[src/rtl/mccoy_pkg.sv]
`default_nettype none
// ============================================================================
// mccoy_pkg : shared McCoy core types (fetch states, pc_sel encoding, widths)
// Rev 1.0
// ============================================================================
package mccoy_pkg;

  localparam int DEFAULT_ADDR_W  = 8;
  localparam int DEFAULT_INSTR_W = 8;

  // pc_sel encoding, shared with the branch unit that drives it
  localparam logic PCSEL_SEQ  = 1'b1;
  localparam logic PCSEL_LOAD = 1'b0;

  typedef enum logic {
    S_FETCH = 1'b0,
    S_EXEC  = 1'b1
  } fetch_state_t;

endpackage
`default_nettype wire

[src/rtl/pc_fetch_if.sv]
`default_nettype none
// ============================================================================
// pc_fetch_if : instruction-memory req/ack fetch bus
// Rev 1.0
// ============================================================================
interface pc_fetch_if
  import mccoy_pkg::*;
#(
  parameter int ADDR_W  = DEFAULT_ADDR_W,
  parameter int INSTR_W = DEFAULT_INSTR_W
);

  logic               req;
  logic [ADDR_W-1:0]  addr;
  logic               ack;
  logic [INSTR_W-1:0] data;

  modport master (output req, output addr, input ack, input data);
  modport slave  (input req, input addr, output ack, output data);

endinterface
`default_nettype wire

[src/rtl/pc_fetch_pc_next.sv]
`default_nettype none
// ============================================================================
// pc_next : combinational next-PC select (sequential increment or load target)
// Rev 1.0
// ============================================================================
module pc_next
  import mccoy_pkg::*;
#(
  parameter int ADDR_W = DEFAULT_ADDR_W
) (
  input  wire logic [ADDR_W-1:0] pc,
  input  wire logic              pc_sel,
  input  wire logic [ADDR_W-1:0] target,
  output logic      [ADDR_W-1:0] next_pc
);

  // Increment wraps naturally at 2^ADDR_W
  always_comb begin
    next_pc = target;
    case (pc_sel)
      PCSEL_SEQ:  next_pc = pc + ADDR_W'(1);
      PCSEL_LOAD: next_pc = target;
      default:    next_pc = target;
    endcase
  end

endmodule
`default_nettype wire

[src/rtl/pc_fetch.sv]
`default_nettype none
// ============================================================================
// pc_fetch : McCoy program counter and single-outstanding instruction fetch
// Rev 1.0
// ============================================================================
module pc_fetch
  import mccoy_pkg::*;
#(
  parameter int                ADDR_W   = DEFAULT_ADDR_W,
  parameter int                INSTR_W  = DEFAULT_INSTR_W,
  parameter logic [ADDR_W-1:0] RESET_PC = '0
) (
  input  wire logic               clk,
  input  wire logic               reset,
  input  wire logic               pc_sel,
  input  wire logic [ADDR_W-1:0]  target,
  input  wire logic               advance,
  pc_fetch_if.master              imem,
  output logic                    instr_valid,
  output logic      [INSTR_W-1:0] instr,
  output logic      [ADDR_W-1:0]  pc,
  output logic      [7:0]         retired
);

  fetch_state_t       state_q, state_d;
  logic [ADDR_W-1:0]  pc_q, pc_d;
  logic               req_q, req_d;
  logic               valid_q, valid_d;
  logic [INSTR_W-1:0] instr_q, instr_d;
  logic [7:0]         retired_q, retired_d;
  logic [ADDR_W-1:0]  next_pc;

  pc_next #(
    .ADDR_W (ADDR_W)
  ) u_pc_next (
    .pc      (pc_q),
    .pc_sel  (pc_sel),
    .target  (target),
    .next_pc (next_pc)
  );

  always_comb begin
    state_d   = state_q;
    pc_d      = pc_q;
    req_d     = req_q;
    valid_d   = valid_q;
    instr_d   = instr_q;
    retired_d = retired_q;
    case (state_q)
      S_FETCH: begin
        // An ack only counts against a request already on the bus
        if (req_q && imem.ack) begin
          instr_d = imem.data;
          valid_d = 1'b1;
          req_d   = 1'b0;
          state_d = S_EXEC;
        end else begin
          req_d   = 1'b1;
        end
      end
      S_EXEC: begin
        if (advance) begin
          pc_d      = next_pc;
          retired_d = retired_q + 8'd1;
          valid_d   = 1'b0;
          req_d     = 1'b1;
          state_d   = S_FETCH;
        end
      end
      default: state_d = S_FETCH;
    endcase
  end

  always_ff @(posedge clk) begin
    if (reset) begin
      state_q   <= S_FETCH;
      pc_q      <= RESET_PC;
      req_q     <= 1'b0;
      valid_q   <= 1'b0;
      instr_q   <= '0;
      retired_q <= 8'd0;
    end else begin
      state_q   <= state_d;
      pc_q      <= pc_d;
      req_q     <= req_d;
      valid_q   <= valid_d;
      instr_q   <= instr_d;
      retired_q <= retired_d;
    end
  end

  assign imem.req    = req_q;
  assign imem.addr   = pc_q;
  assign instr_valid = valid_q;
  assign instr       = instr_q;
  assign pc          = pc_q;
  assign retired     = retired_q;

endmodule
`default_nettype wire

[src/flat_wrapper.sv]
// flat-port wrapper written by rule: the top's interface ports become plain ports
module pc_fetch_flat import mccoy_pkg::*;
#(
  parameter int                ADDR_W   = DEFAULT_ADDR_W,
  parameter int                INSTR_W  = DEFAULT_INSTR_W,
  parameter logic [ADDR_W-1:0] RESET_PC = '0
)
  (clk, reset, pc_sel, target, advance, instr_valid, instr, pc, retired, imem_req, imem_addr, imem_ack, imem_data);
  pc_fetch_if #(.ADDR_W(ADDR_W), .INSTR_W(INSTR_W)) imem_i ();
  input  wire logic clk;
  input  wire logic reset;
  input  wire logic pc_sel;
  input  wire logic [ADDR_W-1:0] target;
  input  wire logic advance;
  output logic instr_valid;
  output logic      [INSTR_W-1:0] instr;
  output logic      [ADDR_W-1:0] pc;
  output logic      [7:0] retired;
  output wire logic [$bits(imem_i.req)-1:0] imem_req;
  output wire logic [$bits(imem_i.addr)-1:0] imem_addr;
  input wire logic [$bits(imem_i.ack)-1:0] imem_ack;
  input wire logic [$bits(imem_i.data)-1:0] imem_data;
  assign imem_req = imem_i.req;
  assign imem_addr = imem_i.addr;
  assign imem_i.ack = imem_ack;
  assign imem_i.data = imem_data;
  pc_fetch #(.ADDR_W(ADDR_W), .INSTR_W(INSTR_W), .RESET_PC(RESET_PC)) u_core (.clk(clk), .reset(reset), .pc_sel(pc_sel), .target(target), .advance(advance), .imem(imem_i), .instr_valid(instr_valid), .instr(instr), .pc(pc), .retired(retired));
endmodule
[config.mk]
export PLATFORM = sky130hd
export DESIGN_NAME = pc_fetch_flat
export DESIGN_NICKNAME = d
export VERILOG_FILES = /design/src/rtl/mccoy_pkg.sv /design/src/rtl/pc_fetch_if.sv /design/src/rtl/pc_fetch_pc_next.sv /design/src/rtl/pc_fetch.sv /design/src/flat_wrapper.sv
export SDC_FILE = /design/constraint.sdc
export NUM_CORES = 1
export LEC_CHECK = 0
export CORE_MARGIN = 2
export CORE_UTILIZATION = 40
export CTS_BUF_LIST = sky130_fd_sc_hd__clkbuf_16
export DETAILED_ROUTE_END_ITERATION = 16
export PLACE_DENSITY = 0.82
export SKIP_LAST_GASP = 1
export SLEW_MARGIN = 30
export SYNTH_ARGS = -nofsm -noshare
export SYNTH_HDL_FRONTEND = slang
export SYNTH_SLANG_ARGS = --single-unit
[constraint.sdc]
create_clock -name clk -period 1.7 [get_ports clk]
set_input_delay 0.425 -clock clk [delete_from_list [all_inputs] [get_ports clk]]
set_output_delay 0.425 -clock clk [all_outputs]
set_load 0.01 [all_outputs]
* Yosys cells after proc, flatten, opt, wreduce, memory -nomap -nowiden
Cells that the tools add are included.
** Cells by class
- Add/subtract/negate cells :: 2
- Reductions and logical operators :: 4
- Bitwise operators :: 2
- Eq/ne operators :: 2
- Mux-type cells :: 10
** Operator list (count)
- adder 8 x 1 -> 8 bit, second input constant :: 2
- case mux 8 bit (2 select lines) :: 1
- 2-to-1 mux 1 bit :: 6
- case mux 1 bit (2 select lines) :: 3
- AND reduction 2 bit :: 3
- != test 2 x 1 -> 1 bit, second input constant :: 1
- != test 2 bit, second input constant :: 1
- NOT 1 bit :: 2
- logical AND 1 bit :: 1
** Storage, ports and cells
- Output and inout port bits :: 34
- Bits of input ports :: 21
- Register bits after elaboration :: 27

* Longest topological paths before layout
Gate-level depths: netlist (run 1).
- Word-level depth :: 3
- Mapped depth :: 4
- Mapped depth without buffers :: 4

* Hierarchy
A second synthesis (run 1) with hierarchy kept.
** Second synthesis, totals
- Cells, all modules :: 151
- Area total of the unflattened synthesis :: 1247.4 sq um
** Modules (own cells, without submodules)
- pc_fetch :: area an instance 1056.0 sq um, seq. area each 540.5 sq um, cells an instance 119, instances 1
- pc_next :: area an instance 191.4 sq um, seq. area each 0.0 sq um, cells an instance 32, instances 1

* Least setup slack after synthesis (run 1)
No wires, ideal clock.
- Kind :: flip-flop to flip-flop
- From :: reg u_core.pc_q[0], in the netlist u_core.imem.addr[0]
- To :: reg u_core.pc_q[4], in the netlist u_core.imem.addr[4]
- Setup time :: 0.074 ns
- Data arrival time :: 1.361 ns
- Setup slack :: 0.265 ns
- Cell stages (with the launch flop) :: 5
- Required time :: 1.626 ns
- Buffers on the path :: 0
- Path through :: dfxtp_1 > ha_1 > nand3_1 > or4_1 > a31oi_1
** On the way
- Cells in the longest elaborated chain, start to end :: 2
** Ends and longest elaborated chain
- start: declaration :: line pc_fetch.sv:26 : logic [ADDR_W-1:0] pc_q, pc_d;
- start signal: assignment :: line pc_fetch.sv:84 : pc_q <= pc_d;
- adder 8 x 1 -> 8 bit :: line pc_fetch_pc_next.sv:21 : PCSEL_SEQ: next_pc = pc + ADDR_W'(1);
- case mux 8 bit (2 select lines) :: line pc_fetch_pc_next.sv:20 : case (pc_sel)
No other way between the ends.
A chain may end at the register's enable or synchronous reset.

* Final worst setup path (run 1)
- From :: reg u_core.retired_q[0], in the netlist u_core.retired[0]
- To :: out retired[0]
** RTL lines
- start: declaration :: line pc_fetch.sv:30 : logic [7:0] retired_q, retired_d;
- start signal: assignment :: line pc_fetch.sv:88 : retired_q <= retired_d;
- end: declaration :: line flat_wrapper.sv:18 : output logic [7:0] retired;
No word-level cell between the ends.

==> flow_metrics.env, run 1 <==
export IMPL_status="finished, final reports clean"
export IMPL_relSlewSlack_pct=84.2
export IMPL_fin_setup_tns_ps=0
export IMPL_drt_wl_total_mm=3.74
export IMPL_path_buf_inv=1
export IMPL_cts_buffers_inserted=3
export IMPL_cts_tree="built"
export IMPL_nets=235
export IMPL_first_global_vias=1355
export IMPL_whs_path_depth=2
export IMPL_drive_above_1_share_pct=13.7
export IMPL_syn_to_final_growth_pct=55.4
export IMPL_layout_commonest_cell="clkdlybuf4s50_1"
export IMPL_grt_pass1_wl_mm=6.09
export IMPL_rows=20
export IMPL_initial_utilization_pct=42.5
export IMPL_diodes=0
export IMPL_rr_endpoint="u_core.imem.addr[4]"
export IMPL_core_region_area_mm2=0.00310
export IMPL_worstPathArrival_ps=1240
export IMPL_async_flop_share_pct=0
export IMPL_peakVddDrop_uv=473
export IMPL_tightestPinTransition_ps=236
export IMPL_top_level_ports=55
export IMPL_io_buffers=54
export IMPL_dp_final_hpwl_mm=2.75
export IMPL_ant_nets=0
export IMPL_clk_latency_ps=260
export IMPL_drtPass1Iterations=4
export IMPL_whs_endpoint="u_core.instr_valid"
export IMPL_hold_class="flip-flop to flip-flop"
export IMPL_crit_chain="clkdlybuf4s50_1"
export IMPL_synth_cell_type_count=35
export IMPL_finalHoldViolCount=0
export IMPL_worst_path_max_delay_cell="clkdlybuf4s50_1"
export IMPL_synthCells=151
export IMPL_synthFlopType="dfxtp_1"
export IMPL_critPathTopFamily="buffers and inverters"
export IMPL_rr_worst_depth=4
export IMPL_synth_edff_count=0
export IMPL_path_max_fanout=4
export IMPL_viasPerCell=5.52
export IMPL_max_freq_mhz=600
export IMPL_cellPowerDensity_mw_per_mm2=702
export IMPL_syn_area_mm2=0.00132
export IMPL_fin_crit_sh_pct=98.0
export IMPL_synth_nets=174
export IMPL_antenna_found_initial=0
export IMPL_h_tree_depth=1
export IMPL_maxSlewViolCount=0
export IMPL_die_w_um=61.4
export IMPL_critPathCaptureType="output port"
export IMPL_rrSetupSlack_ps=270
export IMPL_period_needed_ps=1670
export IMPL_fin_skew_ps=2.11
export IMPL_r2r_start="u_core.imem.addr[1]"
export IMPL_p_leak_nw=0.761
export IMPL_grt_max_degree=17
export IMPL_power_total_mw=1.44
export IMPL_drt_initial_drc_count=57
export IMPL_cp_start_kind="flip-flop"
export IMPL_via_count=1407
export IMPL_die_area_mm2=0.00377
export IMPL_worst_path_stages=1
export IMPL_seq_area_frac_synth_pct=41.0
export IMPL_ctsRootBufferMaster="clkbuf_16"
export IMPL_avgRoutedWirePerCell_um=14.7
export IMPL_required_ps=1270
export IMPL_place_gp_congestion=0.926
export IMPL_setup_viol=0
export IMPL_rsz0062_at_grt="no"
export IMPL_grt_usage_pct=21.4
export IMPL_path_class="flip-flop to output port"
export IMPL_cts_hold_buf=0
export IMPL_grt_ovfl_total=0
export IMPL_drc_errors=0
export IMPL_ys_ff_latch=27
export IMPL_yosys_warnings=0
export IMPL_cts_buffer_depth=2
export IMPL_post_cts_setup_buffer_count=0
export IMPL_post_route_util_pct=66.0
export IMPL_cts_sinks=27
export IMPL_fillers=274
export IMPL_clkTransAtPathRegs_ps=70
export IMPL_cpPeakStageDelay_ps=570
export IMPL_layout_common_cells="54 x clkdlybuf4s50_1, 22 x dfxtp_1, 19 x buf_4, 13 x nor2_1, 10 x nand3_1"
export IMPL_fp_dieH_um=61.4
export IMPL_syn_area_per_cell_um2=8.73
export IMPL_max_cap_violations=0
export IMPL_holdCritStartpoint="u_core.instr_valid"
==> worst max-delay path by stage <==
stage                        startpoint                  end  slack [ps]
floorplan           u_core.imem.addr[0]  u_core.imem.addr[4]         260
global placement                advance    u_core.retired[7]         -90
detailed placement              advance  u_core.imem.addr[4]        -130
CTS                 u_core.imem.addr[5]                pc[5]         0.7
global route        u_core.imem.addr[7]         imem_addr[7]         0.3
finish                u_core.retired[0]           retired[0]          30
==> area by class of cell <==
cell class              instances  area [µm²]  area share (%)
repair buffers                 73         683            33.4
multi-input cells             103         662            32.3
flip-flops and latches         27         549            26.8
clock buffers                   3        75.1            3.67
well taps                      44        55.1            2.69
inverters                       4        15.0           0.733
clock inverters                 1        7.51           0.367
==> power by group <==
part	switching [mW]	total, mW	internal (mW)
Combinational	0.0936	0.224	0.130
Sequential	0.0163	0.668	0.652
Clock	0.225	0.545	0.320
Total	0.335	1.44	1.10
==> logic make-up after synthesis <==
family,Yosys count,synth area share [%]
AOI/OAI and AO/OA,37,18.1
and+or+nand+nor,53,22.0
DFF,27,41.0
adders and majority gates,2,1.90
xor gates and xnor gates,2,1.33
buffers and inverters,21,8.74
muxes,9,6.84
==> synthesized netlist by cell type, types with 2 or more instances <==
master / number / area share [%]
dfxtp_1: 27 / 41
nor2_1: 13 / 3.7
nand3_1: 10 / 3.8
a21oi_1: 9 / 3.4
mux2i_1: 9 / 6.8
buf_4: 8 / 4.6
nand2_1: 6 / 1.7
o21ai_0: 6 / 2.3
or4_1: 6 / 3.4
a31oi_1: 5 / 2.4
buf_2: 5 / 1.9
nand4_1: 5 / 2.4
inv_1: 4 / 1.1
a211oi_1: 3 / 1.7
a21boi_0: 3 / 1.7
clkbuf_1: 3 / 0.85
nand3b_1: 3 / 1.7
a2bb2oi_1: 2 / 1.3
ha_1: 2 / 1.9
nand4b_1: 2 / 1.3
nor2b_1: 2 / 0.95
o2111ai_1: 2 / 1.3
o211ai_1: 2 / 1.1
o31ai_1: 2 / 1.1
or3_1: 2 / 0.95
==> flip-flops by register name, indices dropped and copies added (netlist names) <==
name	cells
u_core.state_q	1
u_core.instr_valid	1
u_core.imem.addr	8
u_core.instr	8
u_core.imem.req	1
u_core.retired	8
==> per-stage QoR <==
step                      std cells  setup WS [ps]  cell area [µm²]  hold WS [ps]
after floorplan                 151            265             1320           478
after global placement          251          -91.7             1960           442
after detailed placement        251           -129             1960           447
after CTS                       255          0.749             2040           461
after global routing            255          0.274             2050           497
final                           255           33.6             2050           458
==> per-layer routing <==
| metal | global-route usage, % | wire (µm) | share of wire (%) |
|---|---|---|---|
| met5 | 0 | 0 | 0 |
| met2 | 36.9 | 1850 | 49 |
| met1 | 26.4 | 1540 | 41 |
| met4 | 8.81 | 93 | 2.5 |
| met3 | 3.57 | 259 | 6.9 |
==> timing repair <==
item                       4_1_cts  5_1_grt
setup endpoints to repair        3        7
gates resized for setup          2        4
pin swaps                        0        0
No activity file was read; power rests on OpenSTA's default activity.
==> run 2: changes to the inputs <==
- CORE_MARGIN: 2 -> default
==> run 2 against run 1 <==
Against the previous run:
- clock-buffer cell count did not move
- sequential cell count did not move
- hold slack improved by 5.3 ps
- critical path type unchanged
- clock power fell by 4.0%
- highest routed layer unchanged
- register-to-register slack got worse by 30 ps
- combinational power barely moved
- utilization rose by 0.86 points
- non-clock buffer count rose by 2
- clock skew rose by 2.8 ps
- sequential power rose by 0.7%
==> flow_metrics.env, run 2 (synthesis gave the netlist of run 1 again) <==
export IMPL_cpPeakStageDelay_ps=570
export IMPL_layout_common_cells="52 x clkdlybuf4s50_1, 22 x dfxtp_1, 21 x buf_4, 13 x nor2_1, 10 x nand3_1"
export IMPL_worst_path_max_delay_cell="clkdlybuf4s50_1"
export IMPL_grt_max_degree=19
export IMPL_die_area_mm2=0.00353
export IMPL_tightestPinTransition_ps=254
export IMPL_rows=20
export IMPL_grt_ovfl_total=0
export IMPL_h_tree_depth=1
export IMPL_ctsRootBufferMaster="clkbuf_16"
export IMPL_grt_usage_pct=22.1
export IMPL_cts_hold_buf=0
export IMPL_cts_tree="built"
export IMPL_path_class="flip-flop to output port"
export IMPL_fp_dieH_um=59.4
export IMPL_relSlewSlack_pct=82.9
export IMPL_critPathCaptureType="output port"
export IMPL_maxSlewViolCount=0
export IMPL_hold_class="flip-flop to flip-flop"
export IMPL_peakVddDrop_uv=711
export IMPL_cts_buffer_depth=2
export IMPL_diodes=0
export IMPL_worstPathArrival_ps=1240
export IMPL_max_cap_violations=0
export IMPL_setup_viol=0
export IMPL_viasPerCell=5.49
export IMPL_preCtsSetupSlack_ps=-131
export IMPL_cts_buffers_inserted=3
export IMPL_core_region_area_mm2=0.00308
export IMPL_initial_utilization_pct=42.8
export IMPL_post_route_util_pct=66.8
export IMPL_status="finished, final reports clean"
export IMPL_whs_path_depth=2
export IMPL_avgRoutedWirePerCell_um=14.4
export IMPL_nets=237
export IMPL_met3_usage_pct=4.37
export IMPL_critPathTopFamily="buffers and inverters"
export IMPL_power_total_mw=1.42
export IMPL_first_global_vias=1465
export IMPL_syn_to_final_growth_pct=56.1
export IMPL_period_needed_ps=1660
export IMPL_post_cts_setup_buffer_count=0
export IMPL_path_buf_inv=1
export IMPL_path_max_fanout=9
export IMPL_crit_chain="clkdlybuf4s50_1"
export IMPL_grt_pass1_wl_mm=5.91
export IMPL_finalHoldViolCount=0
export IMPL_die_w_um=59.4
export IMPL_required_ps=1270
export IMPL_fin_crit_sh_pct=97.8
export IMPL_rsz0062_at_grt="no"
export IMPL_drt_wl_total_mm=3.71
export IMPL_fin_skew_ps=4.91
export IMPL_via_count=1411
export IMPL_dp_final_hpwl_mm=2.83
export IMPL_grt_busiest_layer="met2"
export IMPL_setup_ws_ps=37.1
export IMPL_drtPass1Iterations=4
export IMPL_place_gp_congestion=0.837
export IMPL_max_freq_mhz=601
export IMPL_cts_resized=6
export IMPL_top_level_ports=55
export IMPL_antenna_found_initial=0
export IMPL_clk_latency_ps=260
export IMPL_drc_errors=0
export IMPL_drt_initial_drc_count=47
export IMPL_cellPowerDensity_mw_per_mm2=690
export IMPL_io_buffers=54
export IMPL_layout_commonest_cell="clkdlybuf4s50_1"
export IMPL_cts_sinks=27
export IMPL_rr_worst_depth=4
export IMPL_worst_path_stages=1
export IMPL_p_leak_nw=0.798
export IMPL_drive_above_1_share_pct=14.1
export IMPL_rrSetupSlack_ps=240
export IMPL_cp_start_kind="flip-flop"
export IMPL_clkTransAtPathRegs_ps=70
export IMPL_use_met1_pct=22.3
export IMPL_ant_nets=0
export IMPL_grt_use_met2_pct=41.7
==> run 2: worst paths after layout <==
path | startpoint | to
max | u_core.imem.addr[3] | imem_addr[3]
min | u_core.instr_valid | u_core.instr_valid
max reg2reg | u_core.imem.addr[1] | u_core.imem.addr[4]
min reg2reg | u_core.instr_valid | u_core.instr_valid
==> run 2: metrics by stage <==
stage          std cells  hold WS, ps  area, µm²  setup TNS [ps]
2_1_floorplan        151          478       1320               0
3_3_place_gp         253          451       1970            -727
3_5_place_dp         253          457       1970           -1130
4_1_cts              257          468       2050               0
5_1_grt              257          483       2060               0
6_report             257          464       2060               0
==> run 2: cell type report <==
class | instances | area (µm²)
fillers | 270 | 1020
repair buffers | 75 | 699
multi-input cells | 103 | 662
flip-flops and latches | 27 | 547
clock buffers | 3 | 75.1
well taps | 44 | 55.1
inverters | 4 | 15.0
clock inverters | 1 | 3.75
==> run 2: metal layers <==
layer / wire (µm) / share of wire (%)
met4: 95 / 2.6
met1: 1420 / 38
met5: 0 / 0
met3: 222 / 6.0
met2: 1970 / 53
==> run 2: power by group <==
group / leakage [nW] / total, mW / switching, mW / internal (mW)
sequential: 0.222 / 0.673 / 0.0189 / 0.654
combinational: 0.534 / 0.223 / 0.0902 / 0.132
clock: 0.0423 / 0.523 / 0.209 / 0.315
total: 0.798 / 1.42 / 0.318 / 1.10
==> run 3: changes to the inputs <==
- CORE_UTILIZATION: 40 -> 38
- PLACE_DENSITY: 0.82 -> 0.81
- clock period: 1.7 -> 1.4 ns (I/O delays scaled with it)
==> run 3 against run 2 <==
Against the previous run:
- die area rose by 5.1%
- power is 21% higher
- hold slack got worse by 6.3 ps
- utilization shrank 3.5 points
- combinational power up 20%
- clock skew grew 1.0 ps
- global-route usage down 0.98 points
- critical endpoint is now u_core.imem.addr[4]
==> flow_metrics.env, run 3 (synthesis gave the netlist of run 1 again) <==
export IMPL_core_region_area_mm2=0.00334
export IMPL_path_max_fanout=8
export IMPL_rr_endpoint="u_core.imem.addr[4]"
export IMPL_relSlewSlack_pct=82.9
export IMPL_cts_hold_buf=0
export IMPL_cp_start_kind="flip-flop"
export IMPL_grt_usage_pct=21.1
export IMPL_final_area_mm2=0.00211
export IMPL_nets=245
export IMPL_layout_common_cells="35 x dlygate4sd2_1, 27 x buf_4, 20 x dfxtp_1, 17 x clkdlybuf4s50_1, 13 x nor2_1"
export IMPL_hold_class="flip-flop to flip-flop"
export IMPL_grt_pass1_wl_mm=5.77
export IMPL_grt_max_degree=15
export IMPL_antenna_found_initial=0
export IMPL_top_level_ports=55
export IMPL_holdCritStartpoint="u_core.instr_valid"
export IMPL_syn_to_final_growth_pct=60.4
export IMPL_rr_worst_depth=4
export IMPL_drtPass1Iterations=4
export IMPL_cts_tree="built"
export IMPL_period_needed_ps=1320
export IMPL_cellPowerDensity_mw_per_mm2=815
export IMPL_power_total_mw=1.72
export IMPL_whs_path_depth=2
export IMPL_r2r_start="u_core.imem.addr[1]"
export IMPL_drc_errors=0
export IMPL_initial_utilization_pct=39.5
export IMPL_avgRoutedWirePerCell_um=13.5
export IMPL_place_gp_congestion=0.868
export IMPL_dp_final_hpwl_mm=2.64
export IMPL_drive_above_1_share_pct=19.9
export IMPL_path_class="flip-flop to flip-flop"
export IMPL_placed_cell_area_mm2=0.00204
export IMPL_p_leak_nw=1.00
export IMPL_die_w_um=60.9
export IMPL_tightestPinTransition_ps=255
export IMPL_cts_buffer_depth=2
export IMPL_setup_viol=0
export IMPL_cts_sinks=27
export IMPL_layout_commonest_cell="dlygate4sd2_1"
export IMPL_ant_nets=0
export IMPL_cts_buffers_inserted=3
export IMPL_required_ps=1590
export IMPL_worstPathArrival_ps=1510
export IMPL_io_buffers=54
export IMPL_finalHoldViolCount=0
export IMPL_fin_skew_ps=5.92
export IMPL_die_area_mm2=0.00371
export IMPL_clk_latency_ps=260
export IMPL_drt_wl_total_mm=3.61
export IMPL_rsz0062_at_grt="no"
export IMPL_fin_crit_sh_pct=94.3
export IMPL_max_freq_mhz=758
export IMPL_fp_dieH_um=60.9
export IMPL_drt_initial_drc_count=49
export IMPL_peakVddDrop_uv=641
export IMPL_maxSlewViolCount=0
export IMPL_grt_ovfl_total=0
export IMPL_clkTransAtPathRegs_ps=70
export IMPL_status="finished, final reports clean"
export IMPL_diodes=0
export IMPL_h_tree_depth=1
export IMPL_rrSetupSlack_ps=80
export IMPL_critPathCaptureType="flip-flop"
export IMPL_first_global_vias=1307
export IMPL_rows=21
export IMPL_whs_endpoint="u_core.instr_valid"
export IMPL_via_count=1416
export IMPL_max_cap_violations=0
export IMPL_viasPerCell=5.30
export IMPL_ctsRootBufferMaster="clkbuf_16"
[run 3: what timing repair did]
item | in CTS | in global routing
gates resized for setup | 44 | 4
endpoints found under the setup margin | 42 | 4
setup buffers | 1 | 0
pin swaps | 3 | 1
[run 3: how the worst max path moves through the flow]
stage                        start                  end  depth (start not counted)
4_1_cts        u_core.imem.addr[3]                pc[3]                          1
2_1_floorplan  u_core.imem.addr[0]  u_core.imem.addr[4]                          4
6_report       u_core.imem.addr[1]  u_core.imem.addr[4]                          4
3_3_place_gp               advance    u_core.retired[7]                          4
3_5_place_dp               advance  u_core.imem.addr[3]                          4
5_1_grt          u_core.retired[0]    u_core.retired[6]                          5
[run 3: area by class of cell]
type	instances	area (µm²)
Clock buffer	3	75.1
Clock inverter	1	3.75
Fill cell	305	1220
Inverter	4	15.0
Multi-Input combinational cell	103	674
Sequential cell	27	552
Tap cell	46	57.6
Timing Repair Buffer	83	736
[run 3: through the flow]
| stage | setup TNS (ps) | hold slack (ps) | instances | util, % | setup WS (ps) |
|---|---|---|---|---|---|
| after floorplan | 0 | 478 | 151 | - | 70.1 |
| after global placement | -4340 | 442 | 262 | 61.2 | -337 |
| after detailed placement | -4750 | 449 | 262 | 61.2 | -377 |
| after CTS | -144 | 459 | 267 | 63.0 | -144 |
| after global routing | 0 | 495 | 267 | 63.3 | 13.1 |
| final | 0 | 457 | 267 | 63.3 | 79.9 |
[run 3: where the power goes]
group	internal (mW)	total, mW	leakage [nW]	switching, mW
logic	0.152	0.267	0.737	0.116
registers	0.793	0.811	0.223	0.0186
clock network	0.383	0.644	0.0423	0.262
total	1.33	1.72	1.00	0.396
[run 3: layer usage]
metal  track usage (%)  vias up  part of all wire [%]
li1                  -      699                     -
met1              26.7      640                    45
met2              33.3       70                    45
met3              4.90        7                   7.7
met4              11.7        0                   2.4
met5                 0        -                     0
[run 3: critical path, stage by stage (launching register included)]
cell and delay [ps]:
dfxtp_4 390, ha_2 210, nand3_1 100, or4_1 400, a31oi_1 140
